<file path="src/rtl/armleocpu_axi_pkg.sv">
// Shared AXI4 encodings and controller state for the CLINT AXI register bridge.
//   RESP_*  : AXI response codes
//   BURST_* : burst types accepted for single-beat accesses
//   SIZE_4B : the only accepted transfer size (32-bit)
//   state_t : bridge FSM state encoding
//   axi_single_legal() : true when an AW/AR request is a plain aligned 32-bit single beat
package armleocpu_axi_pkg;

  localparam logic [1:0] RESP_OKAY   = 2'b00;
  localparam logic [1:0] RESP_SLVERR = 2'b10;
  localparam logic [1:0] RESP_DECERR = 2'b11;

  localparam logic [1:0] BURST_FIXED = 2'b00;
  localparam logic [1:0] BURST_INCR  = 2'b01;

  localparam logic [2:0] SIZE_4B     = 3'b010;

  typedef enum logic [2:0] {
    ST_IDLE   = 3'd0,
    ST_WDATA  = 3'd1,
    ST_WSKIP  = 3'd2,
    ST_REG_WR = 3'd3,
    ST_BRESP  = 3'd4,
    ST_REG_RD = 3'd5,
    ST_RRESP  = 3'd6
  } state_t;

  function automatic logic axi_single_legal(input logic [7:0] len,
                                            input logic [2:0] size,
                                            input logic [1:0] burst,
                                            input logic [1:0] addr_lo);
    return (len == 8'd0) && (size == SIZE_4B) &&
           ((burst == BURST_FIXED) || (burst == BURST_INCR)) &&
           (addr_lo == 2'b00);
  endfunction

endpackage

</file>
<file path="src/rtl/armleocpu_clint_axi_ctrl.sv">
// AXI4 slave that turns single-beat 32-bit transactions into a simple
// valid/ready register-port access. One transaction in flight at a time.
// Ports:
//   clk, rst             : clock, asynchronous active-high reset
//   AXI_AW* / AXI_W* / AXI_B*  : write address, data, response channels
//   AXI_AR* / AXI_R*     : read address and data channels
//   reg_valid/reg_write/reg_addr/reg_wdata/reg_wstrb : register request
//   reg_ready/reg_rdata/reg_err : register completion, read data, decode error
// Illegal requests (bursts, wrong size, WRAP, misaligned) answer SLVERR without
// touching the register port; a register access that is not acknowledged
// within TIMEOUT cycles is abandoned with SLVERR.
module armleocpu_clint_axi_ctrl
  import armleocpu_axi_pkg::*;
#(
  parameter int ID_WIDTH   = 8,
  parameter int ADDR_WIDTH = 16,
  parameter int TIMEOUT    = 16
) (
  input  logic                  clk,
  input  logic                  rst,

  input  logic [ID_WIDTH-1:0]   AXI_AWID,
  input  logic [ADDR_WIDTH-1:0] AXI_AWADDR,
  input  logic [7:0]            AXI_AWLEN,
  input  logic [2:0]            AXI_AWSIZE,
  input  logic [1:0]            AXI_AWBURST,
  input  logic                  AXI_AWVALID,
  output logic                  AXI_AWREADY,

  input  logic [31:0]           AXI_WDATA,
  input  logic [3:0]            AXI_WSTRB,
  input  logic                  AXI_WLAST,
  input  logic                  AXI_WVALID,
  output logic                  AXI_WREADY,

  output logic [ID_WIDTH-1:0]   AXI_BID,
  output logic [1:0]            AXI_BRESP,
  output logic                  AXI_BVALID,
  input  logic                  AXI_BREADY,

  input  logic [ID_WIDTH-1:0]   AXI_ARID,
  input  logic [ADDR_WIDTH-1:0] AXI_ARADDR,
  input  logic [7:0]            AXI_ARLEN,
  input  logic [2:0]            AXI_ARSIZE,
  input  logic [1:0]            AXI_ARBURST,
  input  logic                  AXI_ARVALID,
  output logic                  AXI_ARREADY,

  output logic [ID_WIDTH-1:0]   AXI_RID,
  output logic [31:0]           AXI_RDATA,
  output logic [1:0]            AXI_RRESP,
  output logic                  AXI_RLAST,
  output logic                  AXI_RVALID,
  input  logic                  AXI_RREADY,

  output logic                  reg_valid,
  output logic                  reg_write,
  output logic [ADDR_WIDTH-1:0] reg_addr,
  output logic [31:0]           reg_wdata,
  output logic [3:0]            reg_wstrb,
  input  logic                  reg_ready,
  input  logic [31:0]           reg_rdata,
  input  logic                  reg_err
);

  localparam logic [7:0] CNT_LAST = 8'(TIMEOUT - 1);

  state_t                state_q, state_d;
  logic                  last_wr_q, last_wr_d;   // 1: last grant was a write
  logic [7:0]            cnt_q, cnt_d;
  logic [ID_WIDTH-1:0]   id_q, id_d;
  logic [ADDR_WIDTH-1:0] addr_q, addr_d;
  logic [31:0]           wdata_q, wdata_d;
  logic [3:0]            wstrb_q, wstrb_d;
  logic [1:0]            resp_q, resp_d;
  logic [31:0]           rdata_q, rdata_d;

  // Round-robin only matters when both channels request together.
  logic wr_grant;
  assign wr_grant    = AXI_AWVALID && (!AXI_ARVALID || !last_wr_q);
  // Gated by rst so the ready outputs are low during reset, not just after it.
  assign AXI_AWREADY = !rst && (state_q == ST_IDLE) && wr_grant;
  assign AXI_ARREADY = !rst && (state_q == ST_IDLE) && AXI_ARVALID && !wr_grant;
  assign AXI_WREADY  = (state_q == ST_WDATA) || (state_q == ST_WSKIP);

  assign AXI_BID     = id_q;
  assign AXI_BRESP   = resp_q;
  assign AXI_BVALID  = (state_q == ST_BRESP);
  assign AXI_RID     = id_q;
  assign AXI_RDATA   = rdata_q;
  assign AXI_RRESP   = resp_q;
  assign AXI_RVALID  = (state_q == ST_RRESP);
  assign AXI_RLAST   = (state_q == ST_RRESP);

  assign reg_valid   = (state_q == ST_REG_WR) || (state_q == ST_REG_RD);
  assign reg_write   = (state_q == ST_REG_WR);
  assign reg_addr    = addr_q;
  assign reg_wdata   = wdata_q;
  assign reg_wstrb   = wstrb_q;

  always_ff @(posedge clk or posedge rst) begin
    if (rst) begin
      state_q   <= ST_IDLE;
      last_wr_q <= 1'b0;
      cnt_q     <= '0;
      id_q      <= '0;
      addr_q    <= '0;
      wdata_q   <= '0;
      wstrb_q   <= '0;
      resp_q    <= RESP_OKAY;
      rdata_q   <= '0;
    end else begin
      state_q   <= state_d;
      last_wr_q <= last_wr_d;
      cnt_q     <= cnt_d;
      id_q      <= id_d;
      addr_q    <= addr_d;
      wdata_q   <= wdata_d;
      wstrb_q   <= wstrb_d;
      resp_q    <= resp_d;
      rdata_q   <= rdata_d;
    end
  end

  always_comb begin
    state_d   = state_q;
    last_wr_d = last_wr_q;
    cnt_d     = cnt_q;
    id_d      = id_q;
    addr_d    = addr_q;
    wdata_d   = wdata_q;
    wstrb_d   = wstrb_q;
    resp_d    = resp_q;
    rdata_d   = rdata_q;
    case (state_q)
      ST_IDLE: begin
        if (AXI_AWREADY) begin
          id_d      = AXI_AWID;
          addr_d    = AXI_AWADDR;
          last_wr_d = 1'b1;
          if (axi_single_legal(AXI_AWLEN, AXI_AWSIZE, AXI_AWBURST, AXI_AWADDR[1:0])) begin
            state_d = ST_WDATA;
          end else begin
            resp_d  = RESP_SLVERR;
            state_d = ST_WSKIP;
          end
        end else if (AXI_ARREADY) begin
          id_d      = AXI_ARID;
          addr_d    = AXI_ARADDR;
          last_wr_d = 1'b0;
          if (axi_single_legal(AXI_ARLEN, AXI_ARSIZE, AXI_ARBURST, AXI_ARADDR[1:0])) begin
            cnt_d   = '0;
            state_d = ST_REG_RD;
          end else begin
            resp_d  = RESP_SLVERR;
            rdata_d = '0;
            state_d = ST_RRESP;
          end
        end
      end
      ST_WDATA: begin
        if (AXI_WVALID) begin
          wdata_d = AXI_WDATA;
          wstrb_d = AXI_WSTRB;
          cnt_d   = '0;
          state_d = ST_REG_WR;
        end
      end
      // Drain the rejected burst so the W channel stays in step with AW.
      ST_WSKIP: begin
        if (AXI_WVALID && AXI_WLAST) state_d = ST_BRESP;
      end
      ST_REG_WR, ST_REG_RD: begin
        if (reg_ready) begin
          resp_d = reg_err ? RESP_DECERR : RESP_OKAY;
          if (state_q == ST_REG_RD) rdata_d = reg_rdata;
          state_d = (state_q == ST_REG_WR) ? ST_BRESP : ST_RRESP;
        end else if (cnt_q == CNT_LAST) begin
          resp_d  = RESP_SLVERR;
          rdata_d = '0;
          state_d = (state_q == ST_REG_WR) ? ST_BRESP : ST_RRESP;
        end else begin
          cnt_d = cnt_q + 8'd1;
        end
      end
      ST_BRESP: if (AXI_BREADY) state_d = ST_IDLE;
      ST_RRESP: if (AXI_RREADY) state_d = ST_IDLE;
      default:  state_d = ST_IDLE;
    endcase
  end

endmodule

</file>
<file path="config.mk">
export PLATFORM = sky130hd
export DESIGN_NAME = armleocpu_clint_axi_ctrl
export DESIGN_NICKNAME = d
export VERILOG_FILES = /design/src/rtl/armleocpu_axi_pkg.sv /design/src/rtl/armleocpu_clint_axi_ctrl.sv
export SDC_FILE = /design/constraint.sdc
export NUM_CORES = 1
export LEC_CHECK = 0
export ABC_AREA = 1
export ABC_CLOCK_PERIOD_IN_PS = 5600
export CORE_MARGIN = 1
export CORE_UTILIZATION = 30
export DETAILED_ROUTE_END_ITERATION = 10
export GPL_ROUTABILITY_DRIVEN = 0
export GPL_TIMING_DRIVEN = 0
export PLACE_DENSITY = 0.64
export SYNTH_ARGS = -nofsm -noshare
export SYNTH_HDL_FRONTEND = slang
export SYNTH_SLANG_ARGS = --single-unit
</file>
<file path="constraint.sdc">
create_clock -name clk -period 5.6 [get_ports clk]
set_input_delay 1.12 -clock clk [delete_from_list [all_inputs] [get_ports clk]]
set_output_delay 1.12 -clock clk [all_outputs]
set_load 0.01 [all_outputs]
</file>
==> flow_metrics.tcl <==
set metrics [dict create \
    post_synth_instance_area_um2 5240 \
    power.share.switching 0.3510 \
    cts_repair_resize_count 0 \
    post_dp_cell_area_um2 8160 \
    drcViolationCount 0 \
    antenna_cells 0 \
    port-buffer-count 261 \
    cts-htree-levels 3 \
    hp-start "AXI_RDATA[12]" \
    final_min_period_over_clock_period 0.8622 \
    maxCapViolations 0 \
    grt_max_degree 69 \
    yosys_warning_count 0 \
    power_frac_clock 0.209 \
    filler_cell_count 1633 \
    power.combinational.fraction 0.454 \
    layout_min_cycle_time_ns 4.828 \
    initial_utilization 0.3116 \
    cp.arrival_ns 3.71 \
    syn-instance-count 605 \
    overflow 0 \
    detailedRoute.firstIterationViolations 181 \
    seq_power_share 0.337 \
    tritoncts "done" \
    fraction_of_the_mapped_netlist_area_in_compound_gates 0.05516 \
    yosys_most_used_dff "sky130_fd_sc_hd__dfrtp_1" \
    setup_slack_ns 0.7717 \
    cell_by_cell_listing_of_the_critical_path "clkdlybuf4s50_1, inv_6, buf_16, nand3_2, nor2_4, buf_4, buf_2, clkdlybuf4s50_1" \
    drt.antenna.violating_nets 0 \
    p_int_uw 2087 \
    synth_async_sr_flop_share 1.000 \
    cp_num_buf_inv 6 \
    share_of_synthesized_cell_area_in_and_or_nand_and_nor_gates 0.2832 \
    ys_types 30 \
    worst_pin_slew_ns 0.4290 \
    drt_pass1_iterations 5 \
    synthesis.area_per_instance_um2 8.661 \
    ctsHoldBuffers 0 \
    cell_at_the_root_of_the_clock_tree "sky130_fd_sc_hd__clkbuf_16" \
    placementRows 47 \
    grt_usage 0.1781 \
    regToRegSetupSlack_ns 3.69 \
    leakagePower_uw 0.003890 \
    destination_of_the_worst_register_to_register_timing_path "state_q[0]" \
    fin_util 0.5037 \
    number_of_global_route_vias_before_repair 4847 \
    place_ws_ns 0.7584 \
    drt-total-wl_mm 15.95 \
    mappedNetlistNets 758 \
    nets 1031 \
    max_stage_delay_ns 0.58 \
    final_max_slew_viol_count 0 \
    cpMaxStageDelayCell "sky130_fd_sc_hd__clkdlybuf4s50_1" \
    die_footprint_um2 18000 \
    synth.mux.area_fraction 0.07736 \
    worst_path_dominant_cell_family "buffers and inverters" \
    postCtsSetupBuffers 0 \
    multiInputGateArea_um2 2217 \
    synth_top_cells_by_count "sky130_fd_sc_hd__nand2_1, sky130_fd_sc_hd__dfrtp_1, sky130_fd_sc_hd__nor2_1, sky130_fd_sc_hd__mux2_2" \
    numCtsBuffers 9 \
    worst_ep_required_ns 4.48 \
    max_freq_mhz 207.1 \
    crit_path_start_kind "input pin" \
    vias_per_cell 4.511 \
    synth_edf_count 0 \
    hold_slack_ns 0.4719 \
    endpoint_kind "output port" \
    io_pins 264 \
    min_delay_path_depth 2 \
    finalSetupViolCount 0 \
    place_hpwl_mm 12.17 \
    cts.sinks 106 \
    antenna_violations_before_repair 0 \
    final_hold_viol_count 0 \
    global_route_wire_length_before_repair_mm 24.98 \
    max-slew-margin-rel 0.7140 \
    detailroute.via_count 4976 \
    hold_path_end "AXI_RDATA[12]" \
    cts-root-to-sink-buffers 2 \
    xor_and_xnor_area_share_after_synthesis 0.005014 \
    grt_setup_unrepaired "no" \
    synthToLayoutAreaGrowth_pct 61.68 \
    floorplan_core_area_um2 16820 \
    die_w_um 134.2 \
    ys_ff_latch 106 \
    synth_most_common_cell "sky130_fd_sc_hd__nand2_1" \
    critPathMaxFanout 68 \
    run_status "completed" \
    critPathKind "in -> out" \
    stdcell_area_um2 8472 \
    yosysTopAreaCell "sky130_fd_sc_hd__dfrtp_1" \
    clk_pin_slew_worst_paths_ns 0.07 \
    p_switching_uw 1129 \
    finalClockSkew_ns 0.009502 \
    sequential_fraction_of_the_synthesis_area 0.5062 \
    maximum_resistive_drop_on_vdd_mv 0.2794 \
    power.density_cell_area_nw_per_um2 379.6 \
    die_height_um 134.2 \
    timing.rr.start "state_q[0]" \
    crit_path_frequent_cell "sky130_fd_sc_hd__clkdlybuf4s50_1" \
    synth_top_family_by_area "simple AND/OR/NAND/NOR gates" \
    wl_per_cell_um 14.46 \
    area.sequential_um2 2653 \
    worst_hold_path_type "reg -> reg" \
    post_route_cells_drive_above_1_share 0.1212 \
    worst_r2r_path_depth 9 \
    synthTopCellsByArea "sky130_fd_sc_hd__dfrtp_1, sky130_fd_sc_hd__nand2_1, sky130_fd_sc_hd__mux2_2" \
    synth.top_cell.area_share 0.5062 \
    post_synthesis_share_of_cell_area_spent_on_full_adders_half_adders_and_majority_gates 0.002388 \
    clk_latency_ns 0.35 \
]
placed cells by master, fill, tap and decap left out, drive strengths merged:
cell type and n:
inv 33, clkinv 2, nor3 5, nand3 20, xnor2 2, and3 1
and2 1, clkbuf 12, a21oi 7, buf 37, nor2 75, nand2 194
o21ai 50, dfrtp 106, clkdlybuf4s50 261, or2 1, nand3b 34, nand4 3
ha 1, xor2 1, bufinv 1, mux2 36
worst min-delay path: cells and delay by family, from the launching register on:
| kind | cells | cell delay [ns] |
|---|---|---|
| and+or+nand+nor | 2 | 0.09 |
| DFF | 1 | 0.34 |
power groups by stage:
| stage | clock [uW] | sequential, uW | combinational [uW] |
|---|---|---|---|
| 2_1_floorplan | 0 | 1170 | 631 |
| 3_3_place_gp | 0 | 1090 | 1470 |
| 3_5_place_dp | 0 | 1090 | 1470 |
| 4_1_cts | 697 | 1080 | 1480 |
| 5_1_grt | 722 | 1110 | 1590 |
| 6_report | 672 | 1080 | 1460 |
state kept, by name, indices dropped and copies added (netlist names):
name and flops:
AXI_BID 8, AXI_BRESP 2, AXI_RDATA 32, cnt_q 8, last_wr_q 1, reg_addr 16, reg_wdata 32, reg_wstrb 4
state_q 3
worst max-delay path by stage:
| stage | start | cells after the start | to | slack, ns |
|---|---|---|---|---|
| 2_1_floorplan | rst | 5 | AXI_AWREADY | 0.19 |
| 3_3_place_gp | rst | 7 | AXI_AWREADY | -2.13 |
| 3_5_place_dp | rst | 8 | AXI_AWREADY | 0.76 |
| 4_1_cts | rst | 8 | AXI_AWREADY | 0.75 |
| 5_1_grt | rst | 8 | AXI_AWREADY | 0.58 |
| 6_report | rst | 8 | AXI_AWREADY | 0.77 |
per-stage QoR:
stage | power [uW] | cells | TNS (ns)
after CTS | 3261 | 1103 | 0
final | 3216 | 1103 | 0
after floorplan | 1798 | 605 | 0
after detailed placement | 2567 | 1087 | 0
after global placement | 2559 | 1086 | -92.62
after global routing | 3416 | 1103 | 0
kinds of logic after synthesis:
group / Yosys count
compound gates: 57
xor+xnor: 3
fa+ha+maj: 1
buf+inv: 68
flops: 106
mux: 36
simple gates: 334
layer usage:
metal	routed length (um)	GRT usage
met1	6563	0.2161
met2	7714	0.2979
met3	1474	0.06425
met4	195	0.04806
met5	0	0
layout make-up:
class | count | share of cell area
Inverter | 30 | 0.01418
Timing Repair Buffer | 262 | 0.3116
Tap cell | 220 | 0.03249
Multi-Input combinational cell | 431 | 0.2617
Clock inverter | 6 | 0.008566
Buffer | 38 | 0.03013
Clock buffer | 10 | 0.02821
Sequential cell | 106 | 0.3131
Note: power is estimated with default switching activity, not from simulation.
